### config.mk
export PLATFORM = sky130hd
export DESIGN_NAME = uart_tx_feeder
export DESIGN_NICKNAME = d
export VERILOG_FILES = /design/src/rtl/uart_tx_feeder.sv
export SDC_FILE = /design/constraint.sdc
export NUM_CORES = 1
export LEC_CHECK = 0
export CELL_PAD_IN_SITES_DETAIL_PLACEMENT = 1
export CELL_PAD_IN_SITES_GLOBAL_PLACEMENT = 2
export CORE_UTILIZATION = 25
export CTS_BUF_LIST = sky130_fd_sc_hd__clkbuf_2 sky130_fd_sc_hd__clkbuf_4 sky130_fd_sc_hd__clkbuf_8
export CTS_CLUSTER_DIAMETER = 50
export DETAILED_ROUTE_END_ITERATION = 8
export PLACE_DENSITY_LB_ADDON = 0.1
export RECOVER_POWER = 50
export SYNTH_ARGS = -nofsm -noshare
export SYNTH_HDL_FRONTEND = slang
export SYNTH_SLANG_ARGS = --single-unit
### constraint.sdc
create_clock -name clock -period 11.9 [get_ports clock]
set_clock_uncertainty 0.1 [all_clocks]
set_input_delay 1.19 -clock clock [delete_from_list [all_inputs] [get_ports clock]]
set_output_delay 1.19 -clock clock [all_outputs]
set_load 0.01 [all_outputs]
### src/rtl/uart_tx_feeder.sv
`default_nettype none
// ============================================================================
// uart_tx_feeder: buffers 24-bit event words and hands them to a send-only
// UART one at a time, injecting a tagged marker word after overflow drops.
// Revision: 1.0
// ============================================================================
module uart_tx_feeder #(
  parameter int         DEPTH_LOG2 = 4,
  parameter logic [7:0] MARKER_TAG = 8'hFF
) (
  input  logic                  clock,
  input  logic                  reset,
  input  logic                  in_valid,
  input  logic [23:0]           in_data,
  input  logic                  tx_empty,
  output logic                  transmit,
  output logic [23:0]           tx_data,
  output logic [DEPTH_LOG2:0]   fifo_level,
  output logic                  overflow_seen,
  output logic [15:0]           drop_count
);

  localparam logic [DEPTH_LOG2:0] c_depth = {1'b1, {DEPTH_LOG2{1'b0}}};

  typedef enum logic [1:0] {
    ST_IDLE = 2'd0,
    ST_SEND = 2'd1,
    ST_HOLD = 2'd2
  } state_t;

  state_t                r_state;
  logic [23:0]           r_mem [0:(1 << DEPTH_LOG2) - 1];
  logic [DEPTH_LOG2-1:0] r_wr_ptr;
  logic [DEPTH_LOG2-1:0] r_rd_ptr;
  logic [DEPTH_LOG2:0]   r_level;
  logic [15:0]           r_drop_count;
  logic                  r_overflow_seen;
  logic                  r_transmit;
  logic [23:0]           r_tx_data;

  logic                  w_pop;
  logic                  w_full_after;
  logic                  w_marker;
  logic                  w_push;
  logic                  w_drop;
  logic [23:0]           w_wdata;

  // A pop this cycle frees a slot, so the write side sees the post-read level.
  assign w_pop        = (r_state == ST_IDLE) && (r_level != '0) && tx_empty;
  assign w_full_after = (r_level == c_depth) && !w_pop;
  assign w_marker     = !w_full_after && (r_drop_count != 16'h0000);
  assign w_push       = w_marker || (in_valid && !w_full_after);
  assign w_drop       = in_valid && (w_marker || w_full_after);
  assign w_wdata      = w_marker ? {MARKER_TAG, r_drop_count} : in_data;

  always_ff @(posedge clock) begin
    if (w_push) begin
      r_mem[r_wr_ptr] <= w_wdata;
    end
  end

  always_ff @(posedge clock or posedge reset) begin
    if (reset) begin
      r_wr_ptr        <= '0;
      r_level         <= '0;
      r_drop_count    <= 16'h0000;
      r_overflow_seen <= 1'b0;
    end else begin
      if (w_push) begin
        r_wr_ptr <= r_wr_ptr + 1'b1;
      end
      r_level <= r_level + {{DEPTH_LOG2{1'b0}}, w_push} - {{DEPTH_LOG2{1'b0}}, w_pop};
      // A word arriving alongside a marker write is dropped and starts a new count.
      if (w_marker) begin
        r_drop_count <= in_valid ? 16'h0001 : 16'h0000;
      end else if (w_drop && (r_drop_count != 16'hFFFF)) begin
        r_drop_count <= r_drop_count + 16'h0001;
      end
      if (w_drop) begin
        r_overflow_seen <= 1'b1;
      end
    end
  end

  always_ff @(posedge clock or posedge reset) begin
    if (reset) begin
      r_state    <= ST_IDLE;
      r_rd_ptr   <= '0;
      r_transmit <= 1'b0;
      r_tx_data  <= 24'h000000;
    end else begin
      case (r_state)
        ST_IDLE: begin
          r_transmit <= 1'b0;
          if (w_pop) begin
            r_tx_data  <= r_mem[r_rd_ptr];
            r_rd_ptr   <= r_rd_ptr + 1'b1;
            r_transmit <= 1'b1;
            r_state    <= ST_SEND;
          end
        end
        ST_SEND: begin
          r_transmit <= 1'b0;
          r_state    <= ST_HOLD;
        end
        // The UART's tx_empty lags by a cycle; skipping it here avoids a double handoff.
        ST_HOLD: begin
          r_transmit <= 1'b0;
          r_state    <= ST_IDLE;
        end
        default: begin
          r_transmit <= 1'b0;
          r_state    <= ST_IDLE;
        end
      endcase
    end
  end

  assign transmit      = r_transmit;
  assign tx_data       = r_tx_data;
  assign fifo_level    = r_level;
  assign overflow_seen = r_overflow_seen;
  assign drop_count    = r_drop_count;

endmodule
`default_nettype wire
* Word level (Yosys, flattened, before mapping) *
Memory sizes are Yosys's and may differ from the RTL's. A register that Yosys moved wholly into a read port is not among the register bits.
Index checks and enable logic that the tools add are counted.

word-level totals
  output and inout port bits = 47
  memories kept = 1
  logic and storage cells = 43
  flip-flop bits (word level) = 33
  input bits = 28
  RAM bits = 384

memories
  name   depth  bits a word  rd ports  clocked after memory_dff  wr ports  RTL line  RTL
  r_mem  16     24           1         1                         1         32        logic [23:0] r_mem [0:(1 << DEPTH_LOG2) - 1];

cells by class
  reductions and logical operators = 16
  $add $sub $neg = 5
  equal/unequal tests = 4
  muxes and demuxes = 10

operators with widths
  operator                                                                count
  16-bit two-way mux                                                      2
  24-bit two-way mux                                                      1
  16-bit by 1-bit adder with 16-bit output (second input constant)        1
  16-bit != test (second input constant)                                  1
  16-bit nonzero test                                                     1
  4-bit by 1-bit adder with 4-bit output (second input constant)          2
  1-bit logical AND                                                       7
  5-bit by 1-bit adder with 5-bit output                                  1
  5-bit equality test (second input constant)                             1
  1-bit two-way mux                                                       5
  5-bit nonzero test                                                      1
  5-bit by 1-bit subtractor with 5-bit output                             1
  2-bit case mux with 2 select lines                                      1
  2-bit by 1-bit equality test with 1-bit output (second input constant)  1
  1-bit zero test                                                         2
  2-bit zero test                                                         1
  1-bit logical OR                                                        2
  2-bit two-way mux                                                       1
  2-bit != test (second input constant)                                   1
  2-bit AND reduction                                                     1
  2-bit nonzero test                                                      1

* Longest topological paths before layout *
Gate-level depths: netlist (run 1).

  word-level depth = 12
  depth in mapped cells = 16
  depth with buffers taken out = 14

* Worst setup path before layout (run 1) *
No wires, ideal clock.

  kind = input port to flip-flop
  from = in tx_empty
  to = mem r_mem[1][0] (enable)
  library setup time = 0.474 ns
  data arrival time = 4.802 ns
  slack = 6.523 ns
  stages on the path = 5
  data required time = 11.326 ns
  path buffers = 1
  cells stage by stage = nor3b_1 > or2_2 > clkbuf_1 > o21ai_4 > nor4b_1

on the way
  longest elaborated chain between the ends = 8
  elaborated cells between the ends (all ways) = 9
  classes of those cells = 2 x mux; 7 x reduce/logical

RTL lines
  item                                         RTL line  RTL
  start, declared                              15        input logic tx_empty,
  1-bit logical AND (*)                        49        assign w_pop = (r_state == ST_IDLE) && (r_level != '0) && tx_empty;
  1-bit zero test (*)                          50        assign w_full_after = (r_level == c_depth) && !w_pop;
  1-bit logical AND (*)                        50
  1-bit zero test (*)                          51, 52
  1-bit logical AND, on equally long branches  51, 52
  1-bit logical OR (*)                         52        assign w_push = w_marker || (in_valid && !w_full_after);
  1-bit two-way mux (*)                        57        if (w_push) begin
  1-bit two-way mux (not written as such) (*)  58        r_mem[r_wr_ptr] <= w_wdata;
  end, declared                                32

Every way passes the cells marked *; elsewhere a longest branch is shown, timed or not.

* Final worst setup path (run 1) *
  from = reg r_drop_count[0], in the netlist drop_count[0]
  to = mem r_mem[8][20] (enable)

on the way
  longest elaborated chain between the ends = 5

RTL lines
  item                                     RTL line  RTL
  start, declared                          36        logic [15:0] r_drop_count;
  start signal, assigned                   75        r_drop_count <= in_valid ? 16'h0001 : 16'h0000;
  start signal, assigned                   77        r_drop_count <= r_drop_count + 16'h0001;
  16-bit nonzero test                      51        assign w_marker = !w_full_after && (r_drop_count != 16'h0000);
  1-bit logical AND                        51
  1-bit logical OR                         52
  1-bit two-way mux                        57
  1-bit two-way mux (not written as such)  58

Every way passes these cells.

==> flow_results.xml, run 1 <==
<?xml version="1.0" encoding="UTF-8"?>
<metrics>
  <group name="worst_setup_path">
    <metric name="critical_path.reg2reg.startpoint" unit="">drop_count[0]</metric>
    <metric name="worstSetupStartpointType" unit="">flip-flop</metric>
    <metric name="critical_path_required" unit="ns">12.14</metric>
    <metric name="series_of_cell_instances_along_the_critical_path" unit="">inv_1, ha_1, or3b_2, or4_1, o21ai_0, nor2_1, buf_4</metric>
    <metric name="critical_path.max_fanout" unit="">19</metric>
    <metric name="cp_slowest_cell" unit="">sky130_fd_sc_hd__o21ai_0</metric>
    <metric name="crit_type" unit="">flip-flop to flip-flop</metric>
    <metric name="crit_path_start" unit="">drop_count[0]</metric>
    <metric name="critical_path_arrival" unit="ns">7.65</metric>
    <metric name="critPathCaptureType" unit="">flip-flop</metric>
    <metric name="cp_slowest_stage_delay" unit="ns">2.95</metric>
  </group>
  <group name="floorplan">
    <metric name="boundaryPins" unit="">75</metric>
    <metric name="row_count" unit="">96</metric>
    <metric name="fp.dieArea" unit="sq mm">0.0711</metric>
    <metric name="die-width" unit="um">267</metric>
    <metric name="coreArea" unit="sq mm">0.0689</metric>
    <metric name="die-height" unit="um">267</metric>
    <metric name="initial_core_util" unit="%">25.4</metric>
  </group>
  <group name="place">
    <metric name="place_congestion" unit="">0.674</metric>
    <metric name="placedInstanceArea" unit="sq mm">0.0196</metric>
    <metric name="dp_hpwl" unit="mm">26.6</metric>
    <metric name="port_buffers" unit="">74</metric>
  </group>
  <group name="synthesis">
    <metric name="yosys_most_used_dff" unit="">sky130_fd_sc_hd__edfxtp_1</metric>
    <metric name="yosys_synthesis_warning_count" unit="">0</metric>
    <metric name="synth_top_area_share" unit="%">65.8</metric>
    <metric name="ys_top_cells_by_count" unit="">384 x sky130_fd_sc_hd__edfxtp_1, 96 x sky130_fd_sc_hd__mux4_2, 57 x sky130_fd_sc_hd__dfrtp_1</metric>
    <metric name="async_reset_ff_share" unit="%">12.9</metric>
    <metric name="yosys_register_bits" unit="">441</metric>
    <metric name="ys_types" unit="">49</metric>
    <metric name="yosysSeqAreaShare" unit="%">74.0</metric>
    <metric name="synth_area_leaders" unit="">sky130_fd_sc_hd__edfxtp_1 66%, sky130_fd_sc_hd__mux4_2 12%, sky130_fd_sc_hd__dfrtp_1 8.1%, sky130_fd_sc_hd__mux2i_1 2.7%, sky130_fd_sc_hd__o221ai_1 1.2%</metric>
    <metric name="yosysMostFrequentCell" unit="">sky130_fd_sc_hd__edfxtp_1</metric>
    <metric name="syn_avg_cell_area" unit="sq um">19.7</metric>
    <metric name="post_synth_design_cell_area" unit="sq mm">0.0175</metric>
    <metric name="synth_largest_area_cell" unit="">sky130_fd_sc_hd__edfxtp_1</metric>
    <metric name="number_of_synthesized_flops_with_an_enable_pin" unit="">384</metric>
    <metric name="synth_nets" unit="">932</metric>
    <metric name="syn-instance-count" unit="">890</metric>
  </group>
  <group name="layout">
    <metric name="layout-drive-gt1-share" unit="%">25.0</metric>
    <metric name="finish.utilization" unit="%">30.7</metric>
    <metric name="area_growth" unit="%">20.7</metric>
    <metric name="postLayoutCellArea" unit="sq mm">0.0211</metric>
    <metric name="nets" unit="">1073</metric>
  </group>
  <group name="sta">
    <metric name="layout_worst_path_cycle_share" unit="%">62.3</metric>
    <metric name="period_minus_slack" unit="ns">7.41</metric>
    <metric name="final-max-slew-violation-count" unit="">275</metric>
    <metric name="tightest_slew" unit="ns">3.94</metric>
    <metric name="slew-limit-headroom" unit="%">-166</metric>
    <metric name="whs" unit="ns">0.332</metric>
    <metric name="timing.setup.tns" unit="ns">0</metric>
    <metric name="timing_hold_violations_final" unit="">0</metric>
    <metric name="rsz_0062_raised_after_global_routing" unit="">no</metric>
    <metric name="final-setup-viol-count" unit="">0</metric>
    <metric name="maxClockFrequency" unit="MHz">135</metric>
  </group>
  <group name="clock_tree">
    <metric name="htree_num_levels" unit="">3</metric>
    <metric name="cts.clk_slew.worst_paths" unit="ns">0.05</metric>
    <metric name="tritoncts" unit="">built</metric>
    <metric name="cts_num_sinks" unit="">441</metric>
    <metric name="ctsHoldBuffers" unit="">0</metric>
    <metric name="clock_network_latency_to_the_later_pin_of_the_worst_skew_pair" unit="ns">0.63</metric>
    <metric name="cts_max_path_buffers" unit="">3</metric>
    <metric name="post_cts_buffers" unit="">0</metric>
    <metric name="cts_made_buffers" unit="">84</metric>
    <metric name="cts.root.buffer_cell" unit="">sky130_fd_sc_hd__clkbuf_8</metric>
    <metric name="cts_repair_resize_count" unit="">0</metric>
  </group>
  <group name="global_route">
    <metric name="grt_overflow" unit="">0</metric>
    <metric name="grt.total_usage" unit="%">14.2</metric>
    <metric name="first_pass_grt_wire_length" unit="mm">71.8</metric>
    <metric name="antenna_found_initial" unit="">4</metric>
    <metric name="pin_count_of_the_biggest_net_entering_global_routing" unit="">51</metric>
    <metric name="grt_pass1_vias" unit="">10100</metric>
  </group>
  <group name="min_path">
    <metric name="worstHoldStart" unit="">r_state[1]</metric>
    <metric name="hold_path.class" unit="">flip-flop to flip-flop</metric>
  </group>
  <group name="power_and_ir_drop">
    <metric name="vdd.ir_drop.worst" unit="V">0.0000855</metric>
    <metric name="power.density" unit="mW/mm^2">247</metric>
    <metric name="static-leakage-power" unit="nW">6.97</metric>
  </group>
  <group name="run_status">
    <metric name="failed_checks" unit="">max-capacitance violations, max-slew violations</metric>
    <metric name="run_status" unit="">finished, violations left</metric>
  </group>
  <group name="routing">
    <metric name="drtPass1Iterations" unit="">4</metric>
    <metric name="wl_per_cell" unit="um">24.2</metric>
    <metric name="detailedRoute.firstIterationViolations" unit="">450</metric>
    <metric name="drtAntennaViolNets" unit="">0</metric>
    <metric name="postRouteWirelength" unit="mm">49.1</metric>
    <metric name="drc_errors" unit="">0</metric>
    <metric name="via_count" unit="">8947</metric>
    <metric name="routed_via_density" unit="">4.41</metric>
  </group>
  <group name="job">
    <metric name="max_cap_violations" unit="">11</metric>
  </group>
</metrics>
## worst max-delay path: cells and delay by family (launching register included)
kind / cells / cell delay (ns)
AO/OA/AOI/OAI: 1 / 2.95
flip-flops: 1 / 0.50
adder cells (fa/ha/maj): 1 / 0.20
buffers and inverters: 2 / 0.91
AND/OR/NAND/NOR: 3 / 2.43
## registers in the layout, indices dropped and copies added, names as in the netlist
register / count
drop_count: 16
r_rd_ptr: 4
transmit: 1
overflow_seen: 1
tx_data: 24
r_mem: 384
r_wr_ptr: 4
fifo_level: 5
r_state: 2
## metrics by stage
step | power [W] | std cells | worst slack, ns
global route | 0.00554 | 2028 | 3.73
global placement | 0.00388 | 1876 | 6.99
finish | 0.00522 | 2029 | 4.49
detailed placement | 0.00388 | 1876 | 6.94
floorplan | 0.00323 | 890 | 6.52
CTS | 0.00540 | 2028 | 7.46
## final timing paths
check	to	slack, ns	cells past startpoint
max in group asynchronous	r_rd_ptr[3]	6.87	3
worst min-delay path	r_state[1]	0.33	1
worst max register to register	r_mem[8][20]	4.49	7
min in group asynchronous	r_state[1]	1.22	2
worst min register to register	r_state[1]	0.33	1
worst max-delay path	r_mem[8][20]	4.49	7
## logic make-up (layout without fill, tap and decap cells)
group / Yosys count / after routing / share of synthesized area, %
compound gates: 73 / 73 / 2.91
xor+xnor: 10 / 10 / 0.500
fa+ha+maj: 14 / 14 / 1.04
buf+inv: 66 / 273 / 1.56
flops: 441 / 441 / 74.0
mux: 158 / 158 / 16.0
other cells: 0 / 1 / 0
simple gates: 128 / 128 / 4.03
## report_power, final
group	internal [W]	total (W)	switching, W
Sequential	0.00210	0.00232	0.000220
Combinational	0.000624	0.00143	0.000804
Clock	0.000838	0.00147	0.000637
## layer usage
| layer | track usage, % | up-vias | share of wire [%] |
|---|---|---|---|
| li1 | - | 3949 | - |
| met3 | 3.11 | 80 | 4.2 |
| met2 | 22.4 | 186 | 46 |
| met1 | 19.7 | 4730 | 47 |
| met4 | 3.99 | 2 | 2.1 |
| met5 | 0 | - | 0.018 |
## layout make-up
type | count | area [sq um]
Fill cell | 7067 | 47800
Sequential cell | 441 | 13000
Multi-Input combinational cell | 383 | 4370
Clock buffer | 125 | 1480
Tap cell | 931 | 1160
Timing Repair Buffer | 101 | 898
Clock inverter | 27 | 175
Inverter | 20 | 76.3
Antenna cell | 1 | 2.50
## layout by cell type, fill, tap and decap left out, drive strengths merged, types with 23 or more instances in the layout
master	n
clkbuf	137
clkdlybuf4s50	25
clkinv	23
dfrtp	57
dlygate4sd3	49
edfxtp	384
mux2i	48
mux4	96
nand2	42
o221ai	24
(Power assumes the default switching activity.)
==> inputs of run 2 (changes only) <==
- clock period: 11.9 -> 7.78 ns (I/O delays scaled with it)
==> run 2 against run 1 <==
- the flow still finishes with violations (max-capacitance violations, max-slew violations)
- clock power grew 63%
- sequential share of layout area fell by 0.33 points
- die area unchanged
- worst setup slack lost 2.3 ns
- sequential cell count did not move
- hold slack worse by 0.0024 ns
- register-to-register slack lost 2.0 ns
- cell count is essentially flat
- critical path type is now input port to flip-flop
==> flow_results.xml, run 2 (same netlist as run 1, synthesis figures left out) <==
<?xml version="1.0" encoding="UTF-8"?>
<metrics>
  <group name="sta">
    <metric name="rsz_0062_raised_after_global_routing" unit="">no</metric>
    <metric name="tightest_slew" unit="ns">3.19</metric>
    <metric name="final-setup-viol-count" unit="">0</metric>
    <metric name="timing_hold_violations_final" unit="">0</metric>
    <metric name="final-max-slew-violation-count" unit="">220</metric>
    <metric name="layout_worst_path_cycle_share" unit="%">71.4</metric>
    <metric name="period_minus_slack" unit="ns">5.55</metric>
    <metric name="slew-limit-headroom" unit="%">-113</metric>
    <metric name="timing.setup.tns" unit="ns">0</metric>
    <metric name="maxClockFrequency" unit="MHz">180</metric>
  </group>
  <group name="clock_tree">
    <metric name="ctsHoldBuffers" unit="">0</metric>
    <metric name="htree_num_levels" unit="">3</metric>
    <metric name="cts_max_path_buffers" unit="">3</metric>
    <metric name="tritoncts" unit="">built</metric>
    <metric name="cts_repair_resize_count" unit="">0</metric>
    <metric name="cts.root.buffer_cell" unit="">sky130_fd_sc_hd__clkbuf_8</metric>
    <metric name="cts_made_buffers" unit="">85</metric>
    <metric name="clock_network_latency_to_the_later_pin_of_the_worst_skew_pair" unit="ns">0.66</metric>
    <metric name="cts_num_sinks" unit="">441</metric>
    <metric name="cts.clk_slew.worst_paths" unit="ns">0.05</metric>
    <metric name="post_cts_buffers" unit="">0</metric>
  </group>
  <group name="min_path">
    <metric name="hold-path-cell-count" unit="">1</metric>
    <metric name="worstHoldStart" unit="">r_state[1]</metric>
    <metric name="hold_worst_path_end" unit="">r_state[1]</metric>
    <metric name="hold_path.class" unit="">flip-flop to flip-flop</metric>
  </group>
  <group name="layout">
    <metric name="finish.utilization" unit="%">30.8</metric>
    <metric name="multi_input_comb_area" unit="sq mm">0.00438</metric>
    <metric name="antenna-diode-count" unit="">0</metric>
    <metric name="largest_register" unit="">r_mem</metric>
    <metric name="final_common_cell" unit="">sky130_fd_sc_hd__edfxtp_1</metric>
    <metric name="area.sequential" unit="sq mm">0.0130</metric>
    <metric name="largest_register_ff_count" unit="">384</metric>
    <metric name="fill_cells" unit="">7079</metric>
    <metric name="area_growth" unit="%">21.3</metric>
    <metric name="layout_common_cells" unit="">384 x sky130_fd_sc_hd__edfxtp_1, 96 x sky130_fd_sc_hd__mux4_2, 95 x sky130_fd_sc_hd__clkbuf_8</metric>
    <metric name="nets" unit="">1070</metric>
    <metric name="layout-drive-gt1-share" unit="%">25.2</metric>
  </group>
  <group name="worst_setup_path">
    <metric name="timing.rr.end" unit="">r_mem[9][4]</metric>
    <metric name="critical_path.reg2reg.startpoint" unit="">r_state[0]</metric>
    <metric name="critical_path_required" unit="ns">7.88</metric>
    <metric name="crit_type" unit="">input port to flip-flop</metric>
    <metric name="critPathCaptureType" unit="">flip-flop</metric>
    <metric name="critical_path.max_fanout" unit="">24</metric>
    <metric name="reg2regPathDepth" unit="">5</metric>
    <metric name="worstSetupStartpointType" unit="">input port</metric>
    <metric name="reg2reg_setup_slack" unit="ns">2.47</metric>
    <metric name="critical_path_arrival" unit="ns">5.65</metric>
  </group>
  <group name="run_status">
    <metric name="failed_checks" unit="">max-capacitance violations, max-slew violations</metric>
    <metric name="run_status" unit="">finished, violations left</metric>
  </group>
  <group name="routing">
    <metric name="detailedRoute.firstIterationViolations" unit="">508</metric>
    <metric name="wl_per_cell" unit="um">24.2</metric>
    <metric name="route.top_layer_used" unit="">met4</metric>
    <metric name="via_count" unit="">8983</metric>
    <metric name="drc_errors" unit="">0</metric>
    <metric name="postRouteWirelength" unit="mm">49.0</metric>
    <metric name="drtAntennaViolNets" unit="">0</metric>
    <metric name="drtPass1Iterations" unit="">6</metric>
    <metric name="met2_length" unit="mm">22.6</metric>
    <metric name="wl_met3" unit="mm">1.90</metric>
    <metric name="routed_via_density" unit="">4.43</metric>
    <metric name="wl_met1" unit="mm">23.4</metric>
  </group>
  <group name="power_and_ir_drop">
    <metric name="power.density" unit="mW/mm^2">382</metric>
    <metric name="vdd.ir_drop.worst" unit="V">0.000151</metric>
    <metric name="static-leakage-power" unit="nW">7.01</metric>
  </group>
  <group name="floorplan">
    <metric name="fp.dieArea" unit="sq mm">0.0711</metric>
    <metric name="initial_core_util" unit="%">25.4</metric>
    <metric name="die-height" unit="um">267</metric>
    <metric name="row_count" unit="">96</metric>
    <metric name="coreArea" unit="sq mm">0.0689</metric>
    <metric name="boundaryPins" unit="">75</metric>
    <metric name="die-width" unit="um">267</metric>
  </group>
  <group name="global_route">
    <metric name="grt.total_usage" unit="%">14.2</metric>
    <metric name="pin_count_of_the_biggest_net_entering_global_routing" unit="">51</metric>
    <metric name="grt_overflow" unit="">0</metric>
    <metric name="antenna_found_initial" unit="">1</metric>
    <metric name="grt_pass1_vias" unit="">9982</metric>
    <metric name="first_pass_grt_wire_length" unit="mm">71.7</metric>
  </group>
  <group name="place">
    <metric name="place_congestion" unit="">0.680</metric>
    <metric name="dp_hpwl" unit="mm">25.5</metric>
    <metric name="port_buffers" unit="">74</metric>
  </group>
  <group name="job">
    <metric name="max_cap_violations" unit="">8</metric>
  </group>
</metrics>
==> run 2: cell types whose count changed in the layout (fill, tap and decap cells not counted), sizes merged <==
cell      change
bufinv        +1
clkbuf        +2
diode         -1
buf           -2
clkinvlp      +1
inv           +3
clkinv        -5
==> run 2: worst max path at each step <==
stage | slack (ns) | start | endpoint | depth (start not counted)
floorplan | 2.82 | tx_empty | r_mem[1][0] | 5
global placement | 3.20 | tx_empty | r_mem[0][0] | 5
detailed placement | 3.05 | tx_empty | r_mem[1][0] | 5
CTS | 3.58 | drop_count[0] | fifo_level[4] | 14
global route | 1.78 | fifo_level[3] | tx_data[7] | 8
finish | 2.23 | tx_empty | r_mem[9][4] | 6
==> run 2: area by class of cell <==
type                    instances  share of cell area [%]
clock inverters                27                    1.04
clock buffers                 129                    7.35
flip-flops and latches        441                    61.0
well taps                     931                    5.48
inverters                      20                   0.359
multi-input cells             383                    20.6
repair buffers                 97                    4.12
==> run 2: where the power goes <==
group          internal, W  switching, W
combinational     0.000947       0.00124
sequential         0.00322      0.000325
clock              0.00138       0.00102
==> run 2: critical path, stage by stage <==
cell,delay [ns]
sky130_fd_sc_hd__dlygate4sd3_1,0.51
sky130_fd_sc_hd__nor3b_1,0.53
sky130_fd_sc_hd__or2_0,1.06
sky130_fd_sc_hd__o21ai_4,0.56
sky130_fd_sc_hd__nor2_4,0.23
sky130_fd_sc_hd__clkbuf_1,1.94
==> run 2: layer usage <==
| metal | track usage [%] | vias to the layer above |
|---|---|---|
| met1 | 19.9 | 4771 |
| met4 | 4.13 | 0 |
| met5 | 0 | - |
| met2 | 22.3 | 190 |
| met3 | 2.92 | 81 |
| li1 | - | 3941 |
==> run 2: stage by stage <==
| step | instances | hold WS, ns | power [W] | area, sq um | setup WS (ns) |
|---|---|---|---|---|---|
| 4_1_cts | 2028 | 0.294 | 0.00839 | 21300 | 3.58 |
| 3_3_place_gp | 1872 | 0.320 | 0.00592 | 19500 | 3.20 |
| 2_1_floorplan | 890 | 0.304 | 0.00494 | 17500 | 2.82 |
| 6_report | 2028 | 0.330 | 0.00813 | 21300 | 2.23 |
| 5_1_grt | 2028 | 0.351 | 0.00861 | 21300 | 1.78 |
| 3_5_place_dp | 1872 | 0.324 | 0.00593 | 19500 | 3.05 |
==> inputs of run 3 (changes only) <==
- clock period: 7.78 -> 5.65 ns (I/O delays scaled with it)
==> run 3 against run 2 <==
- the run still ends with max-capacitance violations, max-slew violations left
- final area up 0.53%
- cell count up 0.44%
- hold slack gained 0.012 ns
- die area stayed put
- worst setup slack got worse by 1.0 ns
- wire length rose by 2.7%
- sequential cell count is the same
- first-iteration DRC count increased by 2.0%
- clock power grew 44%
- sequential power grew 39%
- count of clock-buffer cells in the layout down 13
- critical endpoint is now tx_data[18]
- highest routed layer unchanged
==> flow_results.xml, run 3 (same netlist as run 1, synthesis figures left out) <==
<?xml version="1.0" encoding="UTF-8"?>
<metrics>
  <group name="job">
    <metric name="max_cap_violations" unit="">11</metric>
  </group>
  <group name="worst_setup_path">
    <metric name="crit_type" unit="">flip-flop to flip-flop</metric>
    <metric name="critical_path_required" unit="ns">6.09</metric>
    <metric name="worst_path_dominant_cell_family" unit="">buffers and inverters</metric>
    <metric name="cp_slowest_stage_delay" unit="ns">2.12</metric>
    <metric name="series_of_cell_instances_along_the_critical_path" unit="">inv_1, ha_1, or3b_2, o21ai_0, clkbuf_1, nand2_1, o221ai_1</metric>
    <metric name="critical_path.max_fanout" unit="">27</metric>
    <metric name="critPathCaptureType" unit="">flip-flop</metric>
    <metric name="reg2regPathDepth" unit="">7</metric>
    <metric name="capturing_instance_or_port_of_the_critical_path" unit="">tx_data[18]</metric>
    <metric name="cp_slowest_cell" unit="">sky130_fd_sc_hd__clkbuf_1</metric>
    <metric name="worst-path-stages" unit="">7</metric>
    <metric name="worstSetupStartpointType" unit="">flip-flop</metric>
    <metric name="critical_path.reg2reg.startpoint" unit="">fifo_level[2]</metric>
    <metric name="reg2reg_setup_slack" unit="ns">1.21</metric>
    <metric name="path_buf_inv" unit="">2</metric>
    <metric name="timing.rr.end" unit="">tx_data[18]</metric>
    <metric name="crit_path_start" unit="">fifo_level[2]</metric>
    <metric name="critical_path_arrival" unit="ns">4.87</metric>
  </group>
  <group name="place">
    <metric name="port_buffers" unit="">74</metric>
    <metric name="place_congestion" unit="">0.675</metric>
    <metric name="pre_cts_ws" unit="ns">1.45</metric>
    <metric name="dp_hpwl" unit="mm">27.4</metric>
  </group>
  <group name="routing">
    <metric name="wl_met1" unit="mm">23.4</metric>
    <metric name="drc_errors" unit="">0</metric>
    <metric name="drtAntennaViolNets" unit="">0</metric>
    <metric name="route.top_layer_used" unit="">met4</metric>
    <metric name="wl_per_cell" unit="um">24.7</metric>
    <metric name="detailedRoute.firstIterationViolations" unit="">518</metric>
    <metric name="drtPass1Iterations" unit="">4</metric>
    <metric name="met2_length" unit="mm">23.4</metric>
    <metric name="postRouteWirelength" unit="mm">50.4</metric>
    <metric name="routed_via_density" unit="">4.45</metric>
    <metric name="wl_met3" unit="mm">2.41</metric>
    <metric name="via_count" unit="">9066</metric>
  </group>
  <group name="layout">
    <metric name="largest_register" unit="">r_mem</metric>
    <metric name="final_common_cell" unit="">sky130_fd_sc_hd__edfxtp_1</metric>
    <metric name="area_growth" unit="%">22.0</metric>
    <metric name="fill_cells" unit="">7019</metric>
    <metric name="layout_common_cells" unit="">384 x sky130_fd_sc_hd__edfxtp_1, 96 x sky130_fd_sc_hd__mux4_2, 94 x sky130_fd_sc_hd__clkbuf_8</metric>
    <metric name="antenna-diode-count" unit="">0</metric>
    <metric name="nets" unit="">1078</metric>
    <metric name="largest_register_ff_count" unit="">384</metric>
    <metric name="layout-drive-gt1-share" unit="%">25.9</metric>
  </group>
  <group name="sta">
    <metric name="timing_hold_violations_final" unit="">0</metric>
    <metric name="rsz_0062_raised_after_global_routing" unit="">no</metric>
    <metric name="worst_slack" unit="ns">1.21</metric>
    <metric name="slew-limit-headroom" unit="%">-94.3</metric>
    <metric name="final-setup-viol-count" unit="">0</metric>
    <metric name="layout_worst_path_cycle_share" unit="%">78.5</metric>
    <metric name="maxClockFrequency" unit="MHz">225</metric>
    <metric name="final-max-slew-violation-count" unit="">244</metric>
    <metric name="timing.setup.tns" unit="ns">0</metric>
    <metric name="tightest_slew" unit="ns">2.91</metric>
    <metric name="period_minus_slack" unit="ns">4.44</metric>
  </group>
  <group name="floorplan">
    <metric name="die-height" unit="um">267</metric>
    <metric name="initial_core_util" unit="%">25.4</metric>
    <metric name="row_count" unit="">96</metric>
    <metric name="boundaryPins" unit="">75</metric>
    <metric name="fp.dieArea" unit="sq mm">0.0711</metric>
    <metric name="die-width" unit="um">267</metric>
    <metric name="coreArea" unit="sq mm">0.0689</metric>
  </group>
  <group name="power_and_ir_drop">
    <metric name="static-leakage-power" unit="nW">7.09</metric>
    <metric name="design_power_total" unit="W">0.0114</metric>
    <metric name="vdd.ir_drop.worst" unit="V">0.000195</metric>
    <metric name="power.density" unit="mW/mm^2">533</metric>
  </group>
  <group name="clock_tree">
    <metric name="clock_network_latency_to_the_later_pin_of_the_worst_skew_pair" unit="ns">0.66</metric>
    <metric name="cts_repair_resize_count" unit="">0</metric>
    <metric name="cts_made_buffers" unit="">86</metric>
    <metric name="cts_num_sinks" unit="">441</metric>
    <metric name="cts_max_path_buffers" unit="">3</metric>
    <metric name="ctsHoldBuffers" unit="">0</metric>
    <metric name="htree_num_levels" unit="">3</metric>
    <metric name="cts.root.buffer_cell" unit="">sky130_fd_sc_hd__clkbuf_8</metric>
    <metric name="cts.clk_slew.worst_paths" unit="ns">0.06</metric>
    <metric name="tritoncts" unit="">built</metric>
    <metric name="post_cts_buffers" unit="">0</metric>
  </group>
  <group name="global_route">
    <metric name="grt.total_usage" unit="%">14.7</metric>
    <metric name="antenna_found_initial" unit="">2</metric>
    <metric name="grt_overflow" unit="">0</metric>
    <metric name="pin_count_of_the_biggest_net_entering_global_routing" unit="">51</metric>
    <metric name="grt_pass1_vias" unit="">10200</metric>
    <metric name="first_pass_grt_wire_length" unit="mm">73.7</metric>
  </group>
  <group name="run_status">
    <metric name="failed_checks" unit="">max-capacitance violations, max-slew violations</metric>
    <metric name="run_status" unit="">finished, violations left</metric>
  </group>
  <group name="min_path">
    <metric name="hold_path.class" unit="">flip-flop to flip-flop</metric>
    <metric name="worstHoldStart" unit="">r_state[1]</metric>
  </group>
</metrics>
## run 3: changes by cell type in the layout (fill, tap and decap cells not counted), sizes merged, moves of 2 or more
cell / previous run / this run
clkbuf: 139 / 127
bufinv: 3 / 7
buf: 13 / 19
clkinv: 18 / 26
clkinvlp: 4 / 6
## run 3: final cells by class
type	count	area, sq um	share of cell area, %
clock inverter	42	415	1.94
clock buffer	116	1460	6.83
multi-input combinational	383	4360	20.4
timing repair buffer	104	925	4.33
sequential	441	13000	60.7
tap	931	1160	5.45
inverter	20	76.3	0.357
## run 3: worst min path at each step
stage	slack (ns)	endpoint	cells after the start
CTS	0.26	drop_count[8]	2
detailed placement	0.32	r_state[1]	1
floorplan	0.30	r_state[1]	1
finish	0.34	r_state[1]	1
global route	0.36	r_state[1]	1
global placement	0.32	r_state[1]	1
## run 3: where the power goes
part	switching [W]	internal, W	leakage (nW)	total (W)
Clock	0.00144	0.00202	0.976	0.00346
Sequential	0.000484	0.00442	4.20	0.00491
Combinational	0.00171	0.00132	1.91	0.00303
## run 3: per-stage QoR
stage	cells	area [sq um]	hold WS, ns	util, %
CTS	2037	21500	0.257	31.1
global route	2037	21400	0.356	31.0
global placement	1879	19600	0.318	28.4
floorplan	890	17500	0.304	-
detailed placement	1879	19600	0.323	28.4
finish	2037	21400	0.342	31.0
## run 3: worst reg2reg max path: cells and delay by family, from the launching register on
kind	cells	cell delay, ns
adders and majority gates	1	0.18
buffers and inverters	2	2.21
DFF	1	0.40
and+or+nand+nor	2	0.65
AOI/OAI and AO/OA	2	0.80
## run 3: routing by layer
metal  up-vias  global-route usage [%]
met4         0                    4.30
met3        75                    3.18
met5         -                       0
met1      4827                    20.2
li1       3964                       -
met2       200                    23.1
